[config.mk]
export PLATFORM = sky130hd
export DESIGN_NAME = dot_char_writer
export DESIGN_NICKNAME = d
export VERILOG_FILES = /design/src/rtl/dot_pkg.sv /design/src/rtl/dot_font_rom.sv /design/src/rtl/dot_char_writer.sv
export SDC_FILE = /design/constraint.sdc
export NUM_CORES = 1
export LEC_CHECK = 0
export CORE_MARGIN = 2
export CORE_UTILIZATION = 60
export CTS_BUF_LIST = sky130_fd_sc_hd__clkbuf_16
export CTS_CLUSTER_SIZE = 20
export DETAILED_ROUTE_END_ITERATION = 10
export GPL_TIMING_DRIVEN = 0
export PLACE_DENSITY = 0.82
export SYNTH_ARGS = -nofsm -noshare
export SYNTH_HDL_FRONTEND = slang
export SYNTH_HIERARCHICAL = 1
export SYNTH_SLANG_ARGS = --single-unit
[constraint.sdc]
create_clock -name clk -period 4.8 [get_ports clk]
set_input_delay 0.96 -clock clk [delete_from_list [all_inputs] [get_ports clk]]
set_output_delay 0.96 -clock clk [all_outputs]
set_load 0.05 [all_outputs]
[src/rtl/dot_pkg.sv]
// Shared constants, glyph type and FSM encoding for the 5x7 dot-matrix character writer.
// Glyphs pack column c into bits [c*ROWS +: ROWS]; bit 0 of each column is the top row.
package dot_pkg;

    localparam int DOT_NUM_COLS    = 5;
    localparam int DOT_ROWS        = 7;
    localparam int DOT_COL_AW      = 5;
    localparam int DOT_HOLD_CYCLES = 3;
    localparam int GLYPH_W         = DOT_NUM_COLS * DOT_ROWS;

    localparam logic [4:0] CH_BLANK = 5'd16;
    localparam logic [4:0] CH_FULL  = 5'd17;

    typedef logic [GLYPH_W-1:0] glyph_t;

    typedef enum logic [1:0] {
        IDLE  = 2'd0,
        FETCH = 2'd1,
        WRITE = 2'd2,
        DONE  = 2'd3
    } state_e;

    // Column 0 is the leftmost column and lands in the least significant slice.
    function automatic glyph_t glyph5(input logic [6:0] c0, input logic [6:0] c1,
                                      input logic [6:0] c2, input logic [6:0] c3,
                                      input logic [6:0] c4);
        return {c4, c3, c2, c1, c0};
    endfunction

endpackage

[src/rtl/dot_font_rom.sv]
// 5x7 font ROM for hex digits 0-F, blank and full block; one-clock registered read.
module dot_font_rom
    import dot_pkg::*;
(
    input  logic       clk,
    input  logic [4:0] code,
    output glyph_t     glyph
);

    glyph_t glyph_d;
    glyph_t glyph_q;

    always_comb begin
        glyph_d = '0;
        case (code)
            5'd0:    glyph_d = glyph5(7'h3E, 7'h51, 7'h49, 7'h45, 7'h3E);
            5'd1:    glyph_d = glyph5(7'h00, 7'h42, 7'h7F, 7'h40, 7'h00);
            5'd2:    glyph_d = glyph5(7'h42, 7'h61, 7'h51, 7'h49, 7'h46);
            5'd3:    glyph_d = glyph5(7'h21, 7'h41, 7'h45, 7'h4B, 7'h31);
            5'd4:    glyph_d = glyph5(7'h18, 7'h14, 7'h12, 7'h7F, 7'h10);
            5'd5:    glyph_d = glyph5(7'h27, 7'h45, 7'h45, 7'h45, 7'h39);
            5'd6:    glyph_d = glyph5(7'h3C, 7'h4A, 7'h49, 7'h49, 7'h30);
            5'd7:    glyph_d = glyph5(7'h01, 7'h71, 7'h09, 7'h05, 7'h03);
            5'd8:    glyph_d = glyph5(7'h36, 7'h49, 7'h49, 7'h49, 7'h36);
            5'd9:    glyph_d = glyph5(7'h06, 7'h49, 7'h49, 7'h29, 7'h1E);
            5'd10:   glyph_d = glyph5(7'h7E, 7'h11, 7'h11, 7'h11, 7'h7E);
            5'd11:   glyph_d = glyph5(7'h7F, 7'h49, 7'h49, 7'h49, 7'h36);
            5'd12:   glyph_d = glyph5(7'h3E, 7'h41, 7'h41, 7'h41, 7'h22);
            5'd13:   glyph_d = glyph5(7'h7F, 7'h41, 7'h41, 7'h22, 7'h1C);
            5'd14:   glyph_d = glyph5(7'h7F, 7'h49, 7'h49, 7'h49, 7'h41);
            5'd15:   glyph_d = glyph5(7'h7F, 7'h09, 7'h09, 7'h09, 7'h01);
            CH_FULL: glyph_d = '1;
            default: glyph_d = '0;
        endcase
    end

    // NOTE: no reset on this register; it is pure data and is only consumed after FETCH reloads it.
    always_ff @(posedge clk) begin
        glyph_q <= glyph_d;
    end

    assign glyph = glyph_q;

endmodule

[src/rtl/dot_char_writer.sv]
// Glyph write driver for the DotController: one code per handshake, one held write per column, then done.
// Optional feature: define DOT_WRITER_INVERT_EN to add an invert input that inverts character columns.
module dot_char_writer
    import dot_pkg::*;
#(
    parameter int NUM_COLS    = DOT_NUM_COLS,
    parameter int ROWS        = DOT_ROWS,
    parameter int COL_AW      = DOT_COL_AW,
    parameter int HOLD_CYCLES = DOT_HOLD_CYCLES
) (
    input  logic              clk,
    input  logic              reset,
    input  logic [4:0]        char_code,
    input  logic              char_valid,
`ifdef DOT_WRITER_INVERT_EN
    input  logic              invert,
`endif
    output logic              char_ready,
    input  logic              clear,
    output logic [COL_AW-1:0] colAddr,
    output logic [ROWS-1:0]   rowIn,
    output logic              write,
    output logic              busy,
    output logic              done
);

    localparam int                HOLD_W    = $clog2(HOLD_CYCLES + 1);
    localparam logic [HOLD_W-1:0] HOLD_LAST = HOLD_W'(HOLD_CYCLES - 1);
    localparam logic [COL_AW-1:0] COL_LAST  = COL_AW'(NUM_COLS - 1);

    state_e              state_d, state_q;
    logic [COL_AW-1:0]   col_d, col_q;
    logic [HOLD_W-1:0]   hold_d, hold_q;
    logic [4:0]          code_d, code_q;
    logic                clr_d, clr_q;
`ifdef DOT_WRITER_INVERT_EN
    logic                inv_d, inv_q;
`endif
    logic [COL_AW-1:0]   col_addr_d, col_addr_q;
    logic [ROWS-1:0]     row_in_d, row_in_q;
    logic                write_d, write_q;
    logic                busy_d, busy_q;
    logic                done_d, done_q;
    logic [ROWS-1:0]     col_data;
    glyph_t              glyph;

    dot_font_rom u_rom (
        .clk   (clk),
        .code  (code_q),
        .glyph (glyph)
    );

    assign char_ready = (state_q == IDLE) && !clear;

    // Column slice of the fetched glyph; a clear forces zeros regardless of the latched code.
    always_comb begin
        col_data = '0;
        for (int c = 0; c < NUM_COLS; c++) begin
            if (col_q == COL_AW'(c)) col_data = glyph[c*ROWS +: ROWS];
        end
        if (clr_q) col_data = '0;
`ifdef DOT_WRITER_INVERT_EN
        else if (inv_q) col_data = ~col_data;
`endif
    end

    // NOTE: every *_d gets a default first, so no path through the case can infer a latch.
    always_comb begin
        state_d    = state_q;
        col_d      = col_q;
        hold_d     = hold_q;
        code_d     = code_q;
        clr_d      = clr_q;
`ifdef DOT_WRITER_INVERT_EN
        inv_d      = inv_q;
`endif
        col_addr_d = '0;
        row_in_d   = '0;
        write_d    = 1'b0;
        done_d     = 1'b0;
        case (state_q)
            IDLE: begin
                if (clear) begin
                    clr_d   = 1'b1;
                    state_d = FETCH;
                end else if (char_valid) begin
                    code_d  = char_code;
                    clr_d   = 1'b0;
`ifdef DOT_WRITER_INVERT_EN
                    inv_d   = invert;
`endif
                    state_d = FETCH;
                end
            end
            FETCH: begin
                col_d   = '0;
                hold_d  = HOLD_LAST;
                state_d = WRITE;
            end
            WRITE: begin
                write_d    = 1'b1;
                col_addr_d = col_q;
                row_in_d   = col_data;
                if (hold_q != '0) begin
                    hold_d = hold_q - 1'b1;
                end else if (col_q == COL_LAST) begin
                    state_d = DONE;
                end else begin
                    col_d  = col_q + 1'b1;
                    hold_d = HOLD_LAST;
                end
            end
            DONE: begin
                done_d  = 1'b1;
                state_d = IDLE;
            end
            default: state_d = IDLE;
        endcase
        busy_d = (state_d != IDLE);
    end

    // NOTE: reset is synchronous and active-high, so it is tested inside the clocked block only.
    always_ff @(posedge clk) begin
        if (reset) begin
            state_q    <= IDLE;
            col_q      <= '0;
            hold_q     <= '0;
            code_q     <= '0;
            clr_q      <= 1'b0;
`ifdef DOT_WRITER_INVERT_EN
            inv_q      <= 1'b0;
`endif
            col_addr_q <= '0;
            row_in_q   <= '0;
            write_q    <= 1'b0;
            busy_q     <= 1'b0;
            done_q     <= 1'b0;
        end else begin
            state_q    <= state_d;
            col_q      <= col_d;
            hold_q     <= hold_d;
            code_q     <= code_d;
            clr_q      <= clr_d;
`ifdef DOT_WRITER_INVERT_EN
            inv_q      <= inv_d;
`endif
            col_addr_q <= col_addr_d;
            row_in_q   <= row_in_d;
            write_q    <= write_d;
            busy_q     <= busy_d;
            done_q     <= done_d;
        end
    end

    assign colAddr = col_addr_q;
    assign rowIn   = row_in_q;
    assign write   = write_q;
    assign busy    = busy_q;
    assign done    = done_q;

endmodule

======== Yosys cells after proc, flatten, opt, wreduce, memory -nomap -nowiden ========
Memories as Yosys holds them, arrays and structs flattened. A register that Yosys moved wholly into a read port is not among the register bits.
Index checks and enable logic that the tools add are counted.
storage, ports and cells
  flip-flop bits (word level) ............. 30
  ROM bits ................................ 1,120
  bits of input ports ..................... 9
  output and inout bits ................... 16
  word-level logic and storage cells ...... 59
  memories kept ........................... 1
operators by class
  add/subtract/negate cells ............... 2
  equal/unequal tests ..................... 10
  multiplexer cells ....................... 20
  bitwise logic cells ..................... 2
  reductions and logical operators ........ 14
memory list
  name              depth  width  rd ports  clocked after memory_dff  wr ports  line                source
  (name not given)  32     35     1         1                         0         dot_font_rom.sv:15  case (code)
operator list
  operator                                             count
  2-to-1 mux 7 bit                                     5
  2-to-1 mux 2 bit                                     6
  equality test 5 x 2 -> 1 bit, second input constant  2
  2-to-1 mux 5 bit                                     2
  one-hot mux 5 bit (2 select lines)                   1
  one-hot mux 2 bit (4 select lines)                   1
  nonzero test 2 bit                                   4
  AND reduction 3 bit                                  2
  adder 5 x 1 -> 5 bit, second input constant          1
  equality test 5 x 1 -> 1 bit, second input constant  1
  equality test 5 x 3 -> 1 bit, second input constant  1
  logical NOT 5 bit                                    1
  equality test 2 bit, second input constant           2
  2-to-1 mux 1 bit                                     4
  != test 2 bit, second input constant                 2
  one-hot mux 2 bit (2 select lines)                   1
  AND reduction 2 bit                                  2
  != test 3 bit, second input constant                 1
  OR reduction 3 bit                                   1
  equality test 2 x 1 -> 1 bit, second input constant  1
  logical NOT 2 bit                                    1
  NOT 1 bit                                            2
  OR reduction 2 bit                                   1
  subtractor 2 x 1 -> 2 bit, second input constant     1
  2 further kinds                                      2

======== Logic depth before layout (Yosys ltp) ========
  word-level depth ........................ 6
  mapped depth ............................ 7
  mapped depth without buffers ............ 6

======== Cells and area by module ========
The synthesis kept the hierarchy.
by module, submodules not included
  module           times used  cells each  area an instance (um^2)
  dot_font_rom     1           192         1,717.9
  dot_char_writer  1           150         1,430.1

======== Least setup slack after synthesis ========
No wires, ideal clock.
  path type ............................... input-to-output
  from .................................... input clear
  to ...................................... output char_ready
  arrival time ............................ 1,649 ps
  data required time ...................... 3,840 ps
  path slack .............................. 2,191 ps
  stages .................................. 1
  path buffers ............................ 0
  path through ............................ nor2b_1
on the way
  word-level cells in the longest chain between the ends .. 2
ends and longest elaborated chain
  item               line                   source
  start, declared    dot_char_writer.sv:19  input logic clear,
  logical NOT 1 bit  dot_char_writer.sv:53  assign char_ready = (state_q == IDLE) && !clear;
  logical AND 1 bit  dot_char_writer.sv:53
  end, declared      dot_char_writer.sv:18  output logic char_ready,
Every way passes these cells.

======== Worst setup path after layout ========
Ends and elaborated chain as after synthesis.

==> reports/summary.txt <==
status - complete, no violations
# resized after CTS - 0
GRT Util Overall - 0.292
fin nets - 407
H-tree lvl count - 3
gpl congestion - 1.01
n_diodes - 0
cts hold-fix bufs - 0
CP arrival - 2.37 ns
Vias - 2810
initial antenna violation count - 0
syn_area_per_cell - 9.20 um^2
Syn Inst Count - 342
first-pass GRT wire length - 13.4 mm
total CTS buffers - 9
Tmin final - 3.33 ns
maximum vdd drop - 0.346 mV
1st-iter DRT viols - 222
CP Capture Type - primary output
chip width - 76.4 um
GRT overflow - 0
die height - 76.4 um
die area - 5840 um^2
Slew Viols, Final - 0
share of the synthesized area in the top cell type - 0.413
Pwr per Cell Area - 510 nW/um^2
clock-pin transition on the worst setup and hold timing paths - 0.06 ns
Worst Hold Margin - 0.501 ns
most frequent cells in the layout - dfxtp_1, nor2_1, clkdlybuf4s50_1
simple-gate share of the synthesized area - 0.202
Slew headroom - 0.667
Critical Path Fanout Max - 4
Setup TNS - 0 ns
vias in the first global route - 2662
clk buf depth - 2
register area share after synthesis - 0.413
WP data required - 3.84 ns
Detail Route Antenna Nets - 0
Leak - 0.00156 uW
drt via density - 6.22
layout cell share with drive strength beyond 1 - 0.126
Clock Power Share - 0.356
Syn Nets - 372
DRT Pass-1 Iters - 5
Hold Path Class - reg2reg
leading area contributor after synthesis - dfxtp_1
Compound-Gate Fraction of Synth Area - 0.211
Starting Density - 0.620
dominant synthesized flop cell - dfxtp_1
largest family of logic cells by synthesized area - compound AO/OA/AOI/OAI gates
Fillers - 372
XOR/XNOR share of the synthesized area - 0.00278
Area Overhead vs Synth - 20.5%
CORE AREA - 5070 um^2
startpoint types - input pin
part of the power in registers - 0.359
Synth Cell Area - 3150 um^2
Row Count - 26
combinational power share - 0.285
Pint - 1320 uW
CTS root buffer - clkbuf_16
mux contribution to synthesized area - 0.0290
Max Freq - 0.300 GHz
Post-Synth Adder-Cell Area - 0.0835
kind of critical path - in2out
# clock sinks - 65
Sw Ratio - 0.319
largest cells by area after synthesis - dfxtp_1, ha_1, nor2_1, a21oi_1, mux2i_1
post-CTS setup buffers - 0
unrepaired setup endpoints after global routing - no
Fin. Hold Viols - 0
DRC - 0
largest net degree at the start of global routing - 14
count of different cell masters after synthesis - 62
Layout Skew - 0.00555 ns
wire length per cell - 18.1 um
synthesis warning total - 6
flops & latches, synth - 65
number of top-level pins - 25
Post-synth ARST share - 0
worst-skew pair later-pin latency - 0.33 ns
P_sw - 618 uW
IO Port Bufs - 24
Post-DP HPWL - 5.67 mm
commonest non-fill, non-tap cell in the layout - dfxtp_1
Total Wirelength - 8.18 mm
endpoints failing setup - 0
CTS tree - done
part of the cycle the worst path needs - 0.694
total of max-cap violations - 0
Post-synth EDFFs - 0
worst-margin pin slew - 0.499 ns
sequential cells by signal, indices dropped and copies added, names as in the netlist:
signal	flops
clr_q	1
u_rom/glyph	35
col_q	5
rowIn	7
hold_q	2
busy	1
write	1
done	1
state_q	2
colAddr	5
code_q	5
stage by stage:
| stage | power, uW | std cells | setup slack (ns) | area [um^2] | utilization |
|---|---|---|---|---|---|
| finish | 1940 | 452 | 1.47 | 3790 | 0.748 |
| global route | 2020 | 452 | 1.43 | 3790 | 0.748 |
| CTS | 1930 | 452 | 1.47 | 3790 | 0.748 |
| detailed placement | 1230 | 436 | 1.47 | 3480 | 0.685 |
| global placement | 1210 | 436 | 1.49 | 3480 | 0.685 |
| floorplan | 1080 | 342 | 2.19 | 3150 | - |
routing by layer:
layer  up-vias  global-route usage  wire length [um]
met4         0               0.120               233
met1      1316               0.396              3520
li1       1297                   -                 -
met5         -                   0                 0
met2       163               0.450              3710
met3        34              0.0652               712
critical path: stages:
cell	delay [ns]
clkdlybuf4s50_1	0.46
nor2b_1	0.14
clkdlybuf4s50_1	0.81
power groups by stage:
stage / Sequential (uW) / Clock [uW] / Combinational [uW]
2_1_floorplan: 712 / 0 / 373
3_3_place_gp: 695 / 0 / 517
3_5_place_dp: 700 / 0 / 528
4_1_cts: 694 / 694 / 541
5_1_grt: 702 / 719 / 598
6_report: 695 / 689 / 552
final cells by class:
cell class / count / area, um^2 / share of cell area
Sequential cell: 65 / 1300 / 0.343
Tap cell: 70 / 87.6 / 0.0231
Timing Repair Buffer: 24 / 240 / 0.0633
Multi-Input combinational cell: 240 / 1660 / 0.438
Clock inverter: 7 / 93.8 / 0.0247
Clock buffer: 9 / 225 / 0.0593
Inverter: 15 / 56.3 / 0.0148
Buffer: 22 / 128 / 0.0336
cells by family (layout without fill, tap and decap cells):
logic type,Yosys count,in the layout
AO/OA/AOI/OAI,94,94
multiplexers,9,9
XOR/XNOR,1,1
adder cells (fa/ha/maj),21,21
flip-flops,65,65
buffers and inverters,37,77
AND/OR/NAND/NOR,115,115
path summary, 6_finish.rpt:
kind / startpoint / to / slack [ns] / cells past startpoint
setup / recovery: clear / char_ready / 1.47 / 3
hold / removal: u_rom/glyph[17]$_DFF_P_ / rowIn[3]$_SDFF_PP0_ / 0.50 / 2
setup reg to reg: code_q[1]$_SDFFE_PP0P_ / u_rom/glyph[5]$_DFF_P_ / 2.70 / 5
hold reg to reg: u_rom/glyph[17]$_DFF_P_ / rowIn[3]$_SDFF_PP0_ / 0.50 / 2
Yosys cell counts (4+ instances only):
cell       n
a211oi_1  10
a21oi_1   16
a22oi_1    9
and2_1     7
and3b_1    4
buf_2     14
dfxtp_1   65
ha_1      21
inv_1     14
mux2i_1    8
nand2_1   21
nand2b_1   7
nand3_1    9
nor2_1    27
nor2b_1   11
o21ai_0   16
o21ai_1    6
o221ai_1   7
or2_2      4
or3_1      4
No activity file was read; power rests on OpenSTA's default activity.
